--- src/rtl/ad4008_pkg.sv ---
// Shared types and default frame constants for the AD4008 read path.
package ad4008_pkg;

    typedef enum logic [1:0] {
        IDLE    = 2'd0,
        CONVERT = 2'd1,
        READ    = 2'd2,
        DONE    = 2'd3
    } state_t;

    localparam int AD4008_WIDTH       = 16;
    localparam int AD4008_CONV_CYCLES = 30;

endpackage

--- src/rtl/ad4008_sck_gen.sv ---
// Serial clock generator for the AD4008 read: SCLK_DIV cycles low, SCLK_DIV high per bit.
// Counters hold at zero while disabled so every READ starts with a full low half-period.
module ad4008_sck_gen
    import ad4008_pkg::*;
#(
    parameter int ADC_WIDTH = AD4008_WIDTH,
    parameter int SCLK_DIV  = 2
) (
    input  logic clk,
    input  logic rst,
    input  logic en,
    output logic sck,
    output logic fall,
    output logic last_bit
);

    localparam int HW = $clog2(SCLK_DIV + 1);
    localparam int BW = $clog2(ADC_WIDTH + 1);
    localparam logic [HW-1:0] HALF_LAST = HW'(SCLK_DIV - 1);
    localparam logic [BW-1:0] BIT_LAST  = BW'(ADC_WIDTH - 1);

    logic [HW-1:0] half_cnt_r;
    logic [BW-1:0] bit_cnt_r;
    logic          sck_r;
    logic          half_end_s;

    // Strobes: fall marks the edge that drives sck 1->0 (the sample point).
    always_comb begin
        half_end_s = (half_cnt_r == HALF_LAST);
        fall       = en && half_end_s && sck_r;
        last_bit   = fall && (bit_cnt_r == BIT_LAST);
    end

    // Half-period counter, sck level and completed-bit counter.
    always_ff @(posedge clk) begin
        if (rst || !en) begin
            half_cnt_r <= HW'(0);
            bit_cnt_r  <= BW'(0);
            sck_r      <= 1'b0;
        end else if (half_end_s) begin
            half_cnt_r <= HW'(0);
            sck_r      <= ~sck_r;
            if (sck_r) begin
                bit_cnt_r <= bit_cnt_r + BW'(1);
            end
        end else begin
            half_cnt_r <= half_cnt_r + HW'(1);
        end
    end

    assign sck = sck_r;

endmodule

--- src/rtl/ad4008_read.sv ---
// AD4008 16-bit SAR ADC reader (3-wire CS mode): convert, shift in MSB-first, strobe result.
// Build option: define ADC_READ_FREE_RUN_EN to convert continuously and ignore start.
module ad4008_read
    import ad4008_pkg::*;
#(
    parameter int ADC_WIDTH   = AD4008_WIDTH,
    parameter int CONV_CYCLES = AD4008_CONV_CYCLES,
    parameter int SCLK_DIV    = 2
) (
    input  logic                 clk,
    input  logic                 rst,
    input  logic                 start,
    input  logic                 sdo,
    output logic                 cnv,
    output logic                 sck,
    output logic                 busy,
    output logic [ADC_WIDTH-1:0] data_out,
    output logic                 data_valid
);

    localparam int CW = $clog2(CONV_CYCLES + 1);
    localparam logic [CW-1:0] CONV_LAST = CW'(CONV_CYCLES - 1);

    state_t                 state_r;
    state_t                 state_s;
    logic [CW-1:0]          conv_cnt_r;
    logic [ADC_WIDTH-1:0]   shift_r;
    logic [ADC_WIDTH-1:0]   shift_s;
    logic                   go_s;
    logic                   sck_en_s;
    logic                   sck_fall_s;
    logic                   last_bit_s;
    logic                   cnv_r, busy_r, data_valid_r;
    logic                   cnv_s, busy_s, data_valid_s;
    logic [ADC_WIDTH-1:0]   data_out_r;
    logic [ADC_WIDTH-1:0]   data_out_s;

`ifdef ADC_READ_FREE_RUN_EN
    logic unused_start_s;
    assign unused_start_s = start;
    assign go_s           = 1'b1;
`else
    assign go_s = start;
`endif

    assign sck_en_s = (state_r == READ);
    assign shift_s  = {shift_r[ADC_WIDTH-2:0], sdo};

    ad4008_sck_gen #(
        .ADC_WIDTH (ADC_WIDTH),
        .SCLK_DIV  (SCLK_DIV)
    ) u_sck_gen (
        .clk      (clk),
        .rst      (rst),
        .en       (sck_en_s),
        .sck      (sck),
        .fall     (sck_fall_s),
        .last_bit (last_bit_s)
    );

    // State register, conversion counter and sample shift register.
    always_ff @(posedge clk) begin
        if (rst) begin
            state_r    <= IDLE;
            conv_cnt_r <= CW'(0);
            shift_r    <= {ADC_WIDTH{1'b0}};
        end else begin
            state_r <= state_s;
            if (state_r == CONVERT && state_s == CONVERT) begin
                conv_cnt_r <= conv_cnt_r + CW'(1);
            end else begin
                conv_cnt_r <= CW'(0);
            end
            if (sck_fall_s) begin
                shift_r <= shift_s;
            end
        end
    end

    // Next-state logic.
    always_comb begin
        state_s = state_r;
        case (state_r)
            IDLE:    if (go_s) state_s = CONVERT; else state_s = IDLE;
            CONVERT: if (conv_cnt_r == CONV_LAST) state_s = READ; else state_s = CONVERT;
            READ:    if (last_bit_s) state_s = DONE; else state_s = READ;
`ifdef ADC_READ_FREE_RUN_EN
            DONE:    state_s = CONVERT;
`else
            DONE:    state_s = IDLE;
`endif
            default: state_s = IDLE;
        endcase
    end

    // Output values for the coming cycle; the final bit enters data_out on the DONE edge.
    always_comb begin
        cnv_s        = (state_s == CONVERT);
        busy_s       = (state_s != IDLE);
        data_valid_s = (state_s == DONE);
        if (state_s == DONE) begin
            data_out_s = shift_s;
        end else begin
            data_out_s = data_out_r;
        end
    end

    // Output registers.
    always_ff @(posedge clk) begin
        if (rst) begin
            cnv_r        <= 1'b0;
            busy_r       <= 1'b0;
            data_valid_r <= 1'b0;
            data_out_r   <= {ADC_WIDTH{1'b0}};
        end else begin
            cnv_r        <= cnv_s;
            busy_r       <= busy_s;
            data_valid_r <= data_valid_s;
            data_out_r   <= data_out_s;
        end
    end

    assign cnv        = cnv_r;
    assign busy       = busy_r;
    assign data_valid = data_valid_r;
    assign data_out   = data_out_r;

endmodule

--- config.mk ---
export PLATFORM = sky130hd
export DESIGN_NAME = ad4008_read
export DESIGN_NICKNAME = d
export VERILOG_FILES = /design/src/rtl/ad4008_pkg.sv /design/src/rtl/ad4008_sck_gen.sv /design/src/rtl/ad4008_read.sv
export SDC_FILE = /design/constraint.sdc
export NUM_CORES = 1
export LEC_CHECK = 0
export BUFFER_PORTS_ARGS = -buffer_cell sky130_fd_sc_hd__buf_2
export CAP_MARGIN = 20
export CORE_ASPECT_RATIO = 0.9
export CORE_MARGIN = 2
export CORE_UTILIZATION = 30
export CTS_CLUSTER_SIZE = 12
export DETAILED_ROUTE_END_ITERATION = 7
export GPL_TIMING_DRIVEN = 0
export PLACE_DENSITY = 0.52
export REMOVE_ABC_BUFFERS = 1
export SKIP_LAST_GASP = 1
export SLEW_MARGIN = 20
export SYNTH_ARGS = -nofsm -noshare
export SYNTH_HDL_FRONTEND = slang
export SYNTH_SLANG_ARGS = --single-unit
--- constraint.sdc ---
create_clock -name clk -period 2.12 [get_ports clk]
set_clock_uncertainty 0.2 [all_clocks]
set_input_delay 0.636 -clock clk [delete_from_list [all_inputs] [get_ports clk]]
set_output_delay 0.636 -clock clk [all_outputs]
set_load 0.02 [all_outputs]
==> results.yml <==
layout:
  final_cell_area_um2: 2250
  nFillCells: 678
  final_cell_mix: "dfxtp_1 (49), nand2_1 (33), nand2b_1 (33)"
  syn_to_final_growth_pct: 13.4
  final_common_cell: "dfxtp_1"
  diodes: 0
  drive_gt1_share_pct: 15.2
  final_nets: 239
logic_synthesis:
  synth_edf_count: 0
  syn_area_um2: 1980
  yosys_most_used_dff: "dfxtp_1"
  ys_ff_latch: 49
  yosysSeqAreaShare_pct: 49.5
  yosysWarnings: 0
  yosys.area.top_type: "dfxtp_1"
  synth.distinct_cells: 29
  yosysTopAreaCellShare_pct: 49.5
  synth_area_leaders: "dfxtp_1 (49%), nand2b_1 (10%), mux2i_1 (8.1%), nand2_1 (6.3%), a21oi_1 (4.8%)"
  synthCells: 212
  synth_area_per_cell_um2: 9.35
  async_flop_share_pct: 0
setup_path:
  cpPeakStageDelay_ps: 460
  reg2reg_from: "u_sck_gen.half_cnt_r[0]$_SDFF_PP0_"
  required_ps: 1280
  worst-path-buf-inv: 1
  arrival_ps: 970
  crit_path_top_delay_cell: "dfxtp_1"
  critical_path.max_fanout: 7
  path_class: "reg -> out"
  start_kind: "flip-flop"
  crit_path_end_kind: "primary output"
  startpoint: "u_sck_gen.sck$_SDFFE_PP0N_"
  crit_chain: "buf_2"
  critical_path.top_delay_family: "flip-flops"
sta:
  max_freq_mhz: 553
  timing.final.crit_share_pct: 85.3
  slew_headroom_pct: 50.0
  tns_ps: 0
  timing.final.setup_violations: 0
  slew_viol_final: 0
  hold_viol: 0
  grt_setup_unrepaired: "no"
  fin_crit_ps: 1810
  worst_pin_slew_ps: 751
global_routing:
  grt_max_degree: 55
  gr-usage-all-layers_pct: 9.73
  grt_antenna_before_repair: 0
  grt_pass1_vias: 1207
  grt-ovfl-total: 0
  grt_pass1_wl_um: 5410
clock_tree:
  clock_latency_ps: 300
  cts_tree: "done"
  cts_root_buf: "clkbuf_8"
  cts_buffer_depth: 2
  cts_inserted_buffers: 5
  holdBufCountCts: 0
  cts.sinks: 49
  h-tree-depth: 2
  ctsResizeCount: 0
  post_cts_buffers: 0
  clk_pin_slew_worst_paths_ps: 90
drt:
  first_pass_iters: 4
  dr.first_iter.drc_count: 58
  num_vias: 1357
  route.detailed.drc: 0
  drt_wl_total_um: 3240
  wl_per_cell_um: 10.1
  ant_nets: 0
  vias_per_cell: 4.23
die:
  fp.dieArea_um2: 7270
  die_w_um: 89.7
  die_h_um: 81.1
  initial_core_util_pct: 30.6
  rows: 28
  core_area_um2: 6480
  ioPinCount: 24
power:
  total_power_mw: 1.67
  ir_worst_vdd_mv: 0.298
  leakage_nw: 0.797
  powerDensity_nw_per_um2: 743
placed_design:
  hpwl_um: 2020
  port_buffers: 23
  placed_area_um2: 2120
  gp_congestion: 0.667
flow_run:
  max_cap_violations: 0
min_path:
  hp-class: "reg -> reg"
  holdCritStartpoint: "u_sck_gen.half_cnt_r[0]$_SDFF_PP0_"
status:
  status: "finished, final reports clean"
==> stage by stage <==
step           std cells  hold WS [ps]  utilization [%]  worst slack, ps
2_1_floorplan        199           204                -              535
3_3_place_gp         312           215             32.7             56.5
3_5_place_dp         312           221             32.7             64.4
4_1_cts              320           239             34.6              169
5_1_grt              321           259             34.7              124
6_report             321           231             34.7              311
==> metal layers <==
metal	up-vias	track usage (%)	routed length, um
met5	-	0	0
met4	0	4.93	63
met3	6	3.35	124
met2	20	15.1	1400
met1	602	11.9	1660
li1	729	-	-
==> area by class of cell <==
type	instances	area, um^2	share of cell area (%)
multi-input cells	147	901	40.1
repair buffers	24	123	5.45
well taps	90	113	5.01
flip-flops and latches	49	981	43.6
clock inverters	2	37.5	1.67
clock buffers	6	82.6	3.67
inverters	3	11.3	0.501
==> worst register-to-register path: cells and delay by family (launching register included) <==
kind	cells	cell delay (ps)
mux	1	230
simple gates	2	630
flops	1	340
fa+ha+maj	1	330
==> worst paths after layout <==
kind                                        end  slack [ps]  cells after the start
max                                         sck         310                      1
min          u_sck_gen.half_cnt_r[0]$_SDFF_PP0_         230                      1
max reg2reg            data_out[0]$_SDFFE_PP0P_         330                      4
min reg2reg  u_sck_gen.half_cnt_r[0]$_SDFF_PP0_         230                      1
==> report_power, final <==
part / total (mW) / leakage [nW] / internal, mW / switching [mW]
clock: 0.699 / 0.0574 / 0.384 / 0.315
sequential: 0.930 / 0.396 / 0.925 / 0.00472
combinational: 0.0424 / 0.344 / 0.0193 / 0.0230
total: 1.67 / 0.797 / 1.33 / 0.343
==> kinds of logic after synthesis <==
logic type	Yosys count	share of synthesized area [%]
flip-flops	49	49.5
multiplexers	16	8.08
adder cells (fa/ha/maj)	5	3.16
buffers and inverters	16	5.05
AO/OA/AOI/OAI	23	6.25
AND/OR/NAND/NOR	97	25.3
XOR/XNOR	6	2.65
==> flip-flops by register name, summed over array words and instances, names as in the netlist <==
name / cells
state_r: 2
u_sck_gen.sck: 1
data_out: 16
conv_cnt_r: 5
shift_r: 15
cnv: 1
u_sck_gen.bit_cnt_r: 5
data_valid: 1
u_sck_gen.half_cnt_r: 2
busy: 1
==> synth_stat cells (5+ instances only) <==
| cell | count |
|---|---|
| mux2i_1 | 16 |
| nand3_1 | 5 |
| a21oi_1 | 19 |
| nand2_1 | 33 |
| clkbuf_1 | 8 |
| dfxtp_1 | 49 |
| nor2_1 | 13 |
| nand2b_1 | 33 |
| ha_1 | 5 |
No activity file was read; power rests on OpenSTA's default activity.
